$ cat config.mk
export PLATFORM = sky130hd
export DESIGN_NAME = video_timing_analyzer
export DESIGN_NICKNAME = d
export VERILOG_FILES = /design/src/rtl/video_timing_analyzer.sv
export SDC_FILE = /design/constraint.sdc
export NUM_CORES = 1
export LEC_CHECK = 0
export BUFFER_PORTS_ARGS = -buffer_cell sky130_fd_sc_hd__buf_2
export CAP_MARGIN = 20
export CORE_MARGIN = 1.5
export CORE_UTILIZATION = 55
export DETAILED_ROUTE_END_ITERATION = 6
export GPL_ROUTABILITY_DRIVEN = 0
export MAX_ROUTING_LAYER = met4
export PLACE_DENSITY_LB_ADDON = 0.3
export SYNTH_ARGS = -nofsm -noshare
export SYNTH_HDL_FRONTEND = slang
export SYNTH_SLANG_ARGS = --single-unit
export TNS_END_PERCENT = 5
$ cat constraint.sdc
create_clock -name clk -period 12.9 [get_ports clk]
set_input_delay 2.58 -clock clk [delete_from_list [all_inputs] [get_ports clk]]
set_output_delay 2.58 -clock clk [all_outputs]
set_load 0.01 [all_outputs]
$ cat src/rtl/video_timing_analyzer.sv
// Measures line/frame geometry of a sync/blank stream, tracks lock on stable
// geometry and reconstructs the active-area pixel/line position.
module video_timing_analyzer (
  input  logic       clk,
  input  logic       reset_n,
  input  logic       clk_pix,
  input  logic       hsync,
  input  logic       vsync,
  input  logic       hbl,
  input  logic       vbl,
  output logic [8:0] h_total,
  output logic [8:0] v_total,
  output logic [8:0] hs_width,
  output logic [8:0] vs_width,
  output logic [8:0] h_active,
  output logic [8:0] v_active,
  output logic [8:0] hc,
  output logic [8:0] vc,
  output logic       locked,
  output logic       frame_tick,
  output logic [1:0] lock_state
);

  typedef enum logic [1:0] {
    SEARCH = 2'd0,
    VERIFY = 2'd1,
    LOCKED = 2'd2
  } lock_state_e;

  localparam logic [8:0] MAX = 9'h1FF;

  lock_state_e state_q, state_d;
  logic hs_q, vs_q, hbl_q, vbl_q;
  logic hs_rise, hs_fall, vs_rise, vs_fall, hbl_fall, vbl_fall;
  logic [8:0] px_q, ln_q, hsw_q, hac_q, vsw_q, vac_q;
  logic [8:0] cht_q, chsw_q, cha_q, cvsw_q, ref_h_q, ref_v_q;
  logic [8:0] ht_q, vt_q, hsw_out_q, vsw_out_q, ha_out_q, va_out_q, hc_q, vc_q;
  logic tmo_q, tmo_d, ft_q, locked_q;
  logic [8:0] ln_eff, h_cand, v_cand, hsw_cand, ha_cand, va_cand;
  logic px_sat, ln_sat, timeout, match, ref_ld, out_ld;

  // Edges only exist on enabled cycles; history updates only then too.
  assign hs_rise  = clk_pix &  hsync & ~hs_q;
  assign hs_fall  = clk_pix & ~hsync &  hs_q;
  assign vs_rise  = clk_pix &  vsync & ~vs_q;
  assign vs_fall  = clk_pix & ~vsync &  vs_q;
  assign hbl_fall = clk_pix & ~hbl   &  hbl_q;
  assign vbl_fall = clk_pix & ~vbl   &  vbl_q;

  assign px_sat  = clk_pix & ~hs_rise & (px_q == MAX);
  assign ln_sat  = hs_rise & (ln_q == MAX);
  assign timeout = px_sat | ln_sat;

  // A coincident hsync rise is counted into the frame that vsync closes.
  assign ln_eff   = (hs_rise && ln_q != MAX) ? ln_q + 9'd1 : ln_q;
  assign v_cand   = ln_eff - 9'd1;
  assign h_cand   = hs_rise ? px_q : cht_q;
  assign ha_cand  = hs_rise ? hac_q : cha_q;
  assign hsw_cand = hs_fall ? hsw_q : chsw_q;
  assign va_cand  = (hs_rise && !vbl && vac_q != MAX) ? vac_q + 9'd1 : vac_q;
  assign match    = (h_cand == ref_h_q) && (v_cand == ref_v_q);

  always_comb begin
    state_d = state_q;
    ref_ld  = 1'b0;
    out_ld  = 1'b0;
    tmo_d   = tmo_q;
    if (vs_rise) tmo_d = 1'b0;
    else if (timeout) tmo_d = 1'b1;
    if (timeout) begin
      state_d = SEARCH;
    end else if (vs_rise) begin
      if (tmo_q) begin
        state_d = SEARCH;
      end else begin
        case (state_q)
          SEARCH: begin
            ref_ld  = 1'b1;
            state_d = VERIFY;
          end
          VERIFY: begin
            if (match) begin
              state_d = LOCKED;
              out_ld  = 1'b1;
            end else begin
              ref_ld = 1'b1;
            end
          end
          LOCKED: begin
            if (match) out_ld = 1'b1;
            else state_d = SEARCH;
          end
          default: state_d = SEARCH;
        endcase
      end
    end
  end

  always_ff @(posedge clk or negedge reset_n) begin
    if (!reset_n) begin
      state_q <= SEARCH;
      {hs_q, vs_q, hbl_q, vbl_q} <= 4'b0;
      {tmo_q, ft_q, locked_q} <= 3'b0;
      px_q <= '0; ln_q <= '0; hsw_q <= '0; hac_q <= '0; vsw_q <= '0; vac_q <= '0;
      cht_q <= '0; chsw_q <= '0; cha_q <= '0; cvsw_q <= '0;
      ref_h_q <= '0; ref_v_q <= '0;
      ht_q <= '0; vt_q <= '0; hsw_out_q <= '0; vsw_out_q <= '0;
      ha_out_q <= '0; va_out_q <= '0; hc_q <= '0; vc_q <= '0;
    end else begin
      state_q  <= state_d;
      locked_q <= (state_d == LOCKED);
      ft_q     <= vs_rise;
      tmo_q    <= tmo_d;
      if (clk_pix) begin
        {hs_q, vs_q, hbl_q, vbl_q} <= {hsync, vsync, hbl, vbl};
        if (hs_rise) px_q <= '0;
        else if (px_q != MAX) px_q <= px_q + 9'd1;
        if (hs_rise) hsw_q <= 9'd1;
        else if (hsync && hsw_q != MAX) hsw_q <= hsw_q + 9'd1;
        if (hs_fall) chsw_q <= hsw_q;
        if (hs_rise) begin
          cht_q <= px_q;
          cha_q <= hac_q;
          hac_q <= {8'd0, ~hbl};
        end else if (!hbl && hac_q != MAX) begin
          hac_q <= hac_q + 9'd1;
        end
        if (vs_rise) ln_q <= '0;
        else if (hs_rise) ln_q <= ln_eff;
        if (vs_rise) vsw_q <= {8'd0, hs_rise};
        else if (hs_rise && vsync && vsw_q != MAX) vsw_q <= vsw_q + 9'd1;
        if (vs_fall) cvsw_q <= vsw_q;
        vac_q <= vs_rise ? 9'd0 : va_cand;
        if (hbl_fall) hc_q <= '0;
        else if (!hbl && hc_q != MAX) hc_q <= hc_q + 9'd1;
        if (vbl_fall) vc_q <= '0;
        else if (hbl_fall && !vbl && vc_q != MAX) vc_q <= vc_q + 9'd1;
      end
      if (ref_ld) begin
        ref_h_q <= h_cand;
        ref_v_q <= v_cand;
      end
      if (out_ld) begin
        ht_q      <= h_cand;
        vt_q      <= v_cand;
        hsw_out_q <= hsw_cand;
        vsw_out_q <= cvsw_q;
        ha_out_q  <= ha_cand;
        va_out_q  <= va_cand;
      end
    end
  end

  assign h_total    = ht_q;
  assign v_total    = vt_q;
  assign hs_width   = hsw_out_q;
  assign vs_width   = vsw_out_q;
  assign h_active   = ha_out_q;
  assign v_active   = va_out_q;
  assign hc         = hc_q;
  assign vc         = vc_q;
  assign locked     = locked_q;
  assign frame_tick = ft_q;
  assign lock_state = state_q;

endmodule

======== After elaboration in Yosys (flattened, before gate mapping) ========
Cells that the tools add are included.
word-level totals
  register bits ........................... 189
  input bits .............................. 7
  output and inout bits ................... 76
  word-level logic and storage cells ...... 144
operators by class
  $add $sub $neg .......................... 9
  eq/ne operators ......................... 15
  multiplexer cells ....................... 38
  bitwise logic cells ..................... 23
  reduce and logical (&&, ||, !) cells .... 31
operators with widths
  operator                                                            number
  9-bit two-way mux                                                   20
  9-bit by 1-bit adder with 9-bit output, second input constant       8
  9-bit != test, second input constant                                8
  9-bit == test                                                       2
  9-bit == test, second input constant                                2
  2-bit AND reduction                                                 8
  2-bit nonzero test                                                  8
  1-bit AND                                                           15
  1-bit logical AND                                                   11
  1-bit two-way mux                                                   11
  2-bit two-way mux                                                   5
  9-bit by 1-bit subtractor with 9-bit output, second input constant  1
  1-bit NOT                                                           7
  2-bit case mux with 3 select lines                                  1
  2-bit == test, second input constant                                2
  2-bit by 1-bit == test with 1-bit output, second input constant     1
  1-bit logical NOT                                                   2
  2-bit logical NOT                                                   1
  1-bit case mux with 2 select lines                                  1
  2-bit OR reduction                                                  1
  1-bit OR                                                            1

======== Longest topological paths before layout ========
  depth after elaboration ................. 13
  mapped depth ............................ 22
  gate-level depth less buffers ........... 16

======== Worst setup path before layout ========
No wires, ideal clock.
  kind .................................... input-to-reg
  start ................................... input port hsync
  end ..................................... register ref_h_q[1]
  library setup time ...................... 125 ps
  arrival ................................. 5837 ps
  data required time ...................... 12775 ps
  slack ................................... 6938 ps
  stages .................................. 16
  path buffers ............................ 4
  path through ............................ and4bb_1 buf_2 buf_2 mux2i_1 ha_1 clkbuf_1 nand2_1 nor3_1 a2bb2oi_4 xor3_1 nand4_1 and4b_4 a21boi_2 o21ai_4 buf_8 mux2_4
between the ends
  cells in the longest elaborated chain, start to end .. 12
  elaborated cells between the ends (all ways) .. 19
  those cells by class .................... 1 x add/sub; 2 x eq/ne; 7 x mux; 7 x bitwise; 2 x reduce/logical
RTL lines
  item                                         line  text
  from (decl)                                  7     input logic hsync,
  1-bit AND (*) (2 in series)                  43    assign hs_rise = clk_pix & hsync & ~hs_q;
  1-bit logical AND                            55    assign ln_eff = (hs_rise && ln_q != MAX) ? ln_q + 9'd1 : ln_q;
  9-bit two-way mux                            55
  9-bit by 1-bit subtractor with 9-bit output  56    assign v_cand = ln_eff - 9'd1;
  9-bit == test                                61    assign match = (h_cand == ref_h_q) && (v_cand == ref_v_q);
  1-bit logical AND                            61
  1-bit two-way mux                            82    if (match) begin
  1-bit case mux with 2 select lines           76    case (state_q)
  1-bit two-way mux                            73    if (tmo_q) begin
  1-bit two-way mux                            72    end else if (vs_rise) begin
  1-bit two-way mux                            70    if (timeout) begin
  to (signal assigned)                         140   ref_h_q <= h_cand;
  to (decl)                                    36    logic [8:0] cht_q, chsw_q, cha_q, cvsw_q, ref_h_q, ref_v_q;
Mark *: on every way between the ends. The rest lies on a longest branch, timed or not.
A chain may end at the register's enable or synchronous reset.

======== Worst setup path after layout ========
  start ................................... input port clk_pix
  end ..................................... register ref_v_q[0]
between the ends
  cells in the longest elaborated chain, start to end .. 12
  elaborated cells between the ends (all ways) .. 21
  those cells by class .................... 1 x add/sub; 2 x eq/ne; 7 x mux; 9 x bitwise; 2 x reduce/logical
RTL lines
  item                                         line  text
  from (decl)                                  6     input logic clk_pix,
  1-bit AND (2 in series)                      43
  1-bit logical AND                            55
  9-bit two-way mux                            55
  9-bit by 1-bit subtractor with 9-bit output  56
  9-bit == test                                61
  1-bit logical AND                            61
  1-bit two-way mux                            82
  1-bit case mux with 2 select lines           76
  1-bit two-way mux                            73
  1-bit two-way mux                            72
  1-bit two-way mux                            70
  to (signal assigned)                         141   ref_v_q <= v_cand;
  to (decl)                                    36
Parallel ways exist; a longest one is shown, timed or not.

==> flow_summary.ini <==
[run_status]
status = completed

[synth]
synthTopCellsByArea = dfrtp_1, mux2_2, xor2_1
synthesis.nets = 827
yosys.cell_types.count = 65
synthFlopType = dfrtp_1
synth.largest_area_cell = dfrtp_1
ys_seq_area_share_pct = 53.2
ys_warn_count = 0
synthTopCellsByCount = dfrtp_1, nand2_1, nor2_1, mux2_2, xor2_1
synth_edf_count = 0
synth.top_cell.area_share_pct = 53.2
ys_seq_elements = 189
synth_cells = 799
synth.cell_area_um2 = 8900
syn_avg_cell_area_um2 = 11.1
synth_most_common_cell = dfrtp_1
async_reset_ff_share_pct = 100

[cts]
clkLatencyLatePin_ns = 0.43
cts_root_buf = clkbuf_16
clk_pin_slew_ns = 0.06
cts_buffer_depth = 2
cts_tree = built
cts_setup_buffers = 0
cts_buffers = 17
cts.htree.levels = 4
holdBufCountCts = 0
ctsResizeCount = 0
clock-sinks = 189

[sta]
slew_violations = 0
finClkSkew_ns = 0.0129
period_needed_ns = 6.63
setup_violations = 0
fmax_mhz = 151
timing_worst_slew_pin_value_ns = 0.942
rsz0062_at_grt = false
finalCritPeriodShare_pct = 51.4
slew_headroom_pct = 36.7
fin_setup_tns_ns = 0
hold_viol = 0

[floorplanning]
ios = 83
die_y_um = 130
core_area_um2 = 15800
die_w_um = 130
rows = 46
start_util_pct = 56.2
dieArea_um2 = 16900

[worst_setup_path]
crit_slowest_cell = and4bb_1
crit_type = input pin to register
crit_arrival_ns = 6.94
crit_chain = buf_2, and4bb_1, mux2i_1, ha_1, nand2_1, nor3_1, a2bb2oi_4, o31ai_1, xor2_1, xnor2_1, a21boi_2, o21ai_4, mux2_2
worst-path-max-fanout = 24
cp-end-kind = register
startpoint_type = input pin
max_stage_delay_ns = 0.80
crit_required_ns = 13.21

[detailed_routing]
vias = 6028
drt_iter0_drc = 298
drc = 0
drt-pass1-iter-count = 5
vias_per_cell = 5.48
ant_nets = 0
wl_per_cell_um = 15.4
wl_mm = 16.9

[hold_path]
hold_class = register to register

[grt]
grt_pass1_vias = 5743
grt.overflow.total = 0
grt_usage_pct = 21.6
grt_first_pass_wirelength_mm = 27.9
antenna_found_initial = 0
grt_max_degree = 121

[placement]
place_inst = 1068
hpwlAfterDp_mm = 11.1
portBuffers = 82
place_area_um2 = 9470

[run]
cap_violations = 0

[power]
p_leak_nw = 5.13
sw_frac_of_total_pct = 30.1
p_int_mw = 1.08
irDropWorstVdd_v = 0.0000953
switchingPower_mw = 0.466
power.density_nw_per_um2 = 154
combinationalPowerShare_pct = 21.6
p_clk_share_pct = 31.8
seqPwrFrac_pct = 46.6
power_mw = 1.55

[layout]
area_growth_pct = 12.7
fin_cells = 1100
layout.nets = 899
fin_area_um2 = 10000
drive_gt1_share_pct = 23.2
antenna_cells = 0
fillers = 1294
[routing by layer]
| layer | GRT usage [%] | routed length, µm | vias up |
|---|---|---|---|
| met5 | - | 0 | - |
| met2 | 32.4 | 7890 | 116 |
| li1 | - | - | 2913 |
| met4 | 9.02 | 391 | 0 |
| met3 | 4.10 | 603 | 28 |
| met1 | 29.0 | 8020 | 2971 |
[power groups by stage]
stage          Combinational, mW  Sequential (mW)  Clock [mW]
6_report                   0.335            0.722       0.492
5_1_grt                    0.373            0.731       0.527
4_1_cts                    0.337            0.721       0.502
3_5_place_dp               0.333            0.729           0
3_3_place_gp               0.324            0.729           0
2_1_floorplan              0.266            0.710           0
[cell type report]
cell class                 instances  area (µm²)  share of cell area (%)
clock buffer                      23         498                    4.97
clock inverter                     9        61.3                   0.612
inverter                          22        82.6                   0.824
multi-input combinational        553        3920                    39.1
sequential                       189        4730                    47.2
tap                              216         270                    2.70
timing repair buffer              88         464                    4.63
[per-stage QoR]
step	hold slack, ns	utilization (%)	setup slack (ns)
detailed placement	0.455	59.8	5.86
finish	0.467	63.3	6.27
global placement	0.454	59.8	6.01
floorplan	0.434	-	6.94
global route	0.494	63.3	5.95
CTS	0.471	63.3	6.30
[worst paths after layout]
| kind | end | startpoint | slack (ns) | cells past startpoint |
|---|---|---|---|---|
| max in group asynchronous | frame_tick | reset_n | 9.14 | 2 |
| min reg2reg | cha_q[8] | cha_q[8] | 0.47 | 2 |
| max | ref_v_q[0] | clk_pix | 6.27 | 13 |
| min in group asynchronous | h_active[5] | reset_n | 2.30 | 1 |
| min | cha_q[8] | cha_q[8] | 0.47 | 2 |
| max reg2reg | ref_v_q[0] | ln_q[0] | 7.21 | 16 |
[critical path: cells and delay by family]
kind,cells,cell delay [ns]
simple gates,3,1.26
compound gates,4,1.08
mux,2,0.74
xor+xnor,2,0.53
fa+ha+maj,1,0.37
buf+inv,1,0.36
[sequential cells by signal (all words and copies together) (netlist names), 2 cells and up]
register	flops
hs_width	9
v_total	9
hsw_q	9
ln_q	9
h_total	9
vc	9
cvsw_q	9
px_q	9
vsw_q	9
v_active	9
chsw_q	9
cht_q	9
ref_v_q	9
vs_width	9
h_active	9
hc	9
lock_state	2
vac_q	9
ref_h_q	9
hac_q	9
cha_q	9
[cells by family (layout without fill, tap and decap cells)]
family | after synthesis | after routing | share of synthesized area (%)
buffers and inverters | 57 | 142 | 2.81
XOR/XNOR | 69 | 69 | 6.96
AO/OA/AOI/OAI | 89 | 89 | 6.85
flip-flops | 189 | 189 | 53.2
AND/OR/NAND/NOR | 281 | 281 | 15.4
adder cells (fa/ha/maj) | 21 | 21 | 2.95
multiplexers | 93 | 93 | 11.9
[cells in the final DEF, fill, tap and decap left out, types with 5 or more instances in the layout]
| cell | n |
|---|---|
| dfrtp_1 | 189 |
| nand2_1 | 91 |
| mux2_2 | 69 |
| nand4_1 | 16 |
| inv_1 | 22 |
| mux2i_1 | 15 |
| clkinvlp_4 | 5 |
| nand3_1 | 22 |
| a22o_1 | 5 |
| nand3b_1 | 6 |
| nor2b_1 | 5 |
| xnor2_1 | 28 |
| nor3_1 | 8 |
| clkbuf_16 | 17 |
| and3_1 | 13 |
| mux2_4 | 7 |
| buf_4 | 6 |
| nor2_1 | 76 |
| ha_1 | 21 |
| buf_2 | 81 |
| a21oi_1 | 16 |
| o21ai_0 | 29 |
| or3_1 | 6 |
| nor3b_1 | 6 |
| clkbuf_8 | 6 |
| xor2_1 | 40 |
(Power assumes the default switching activity.)
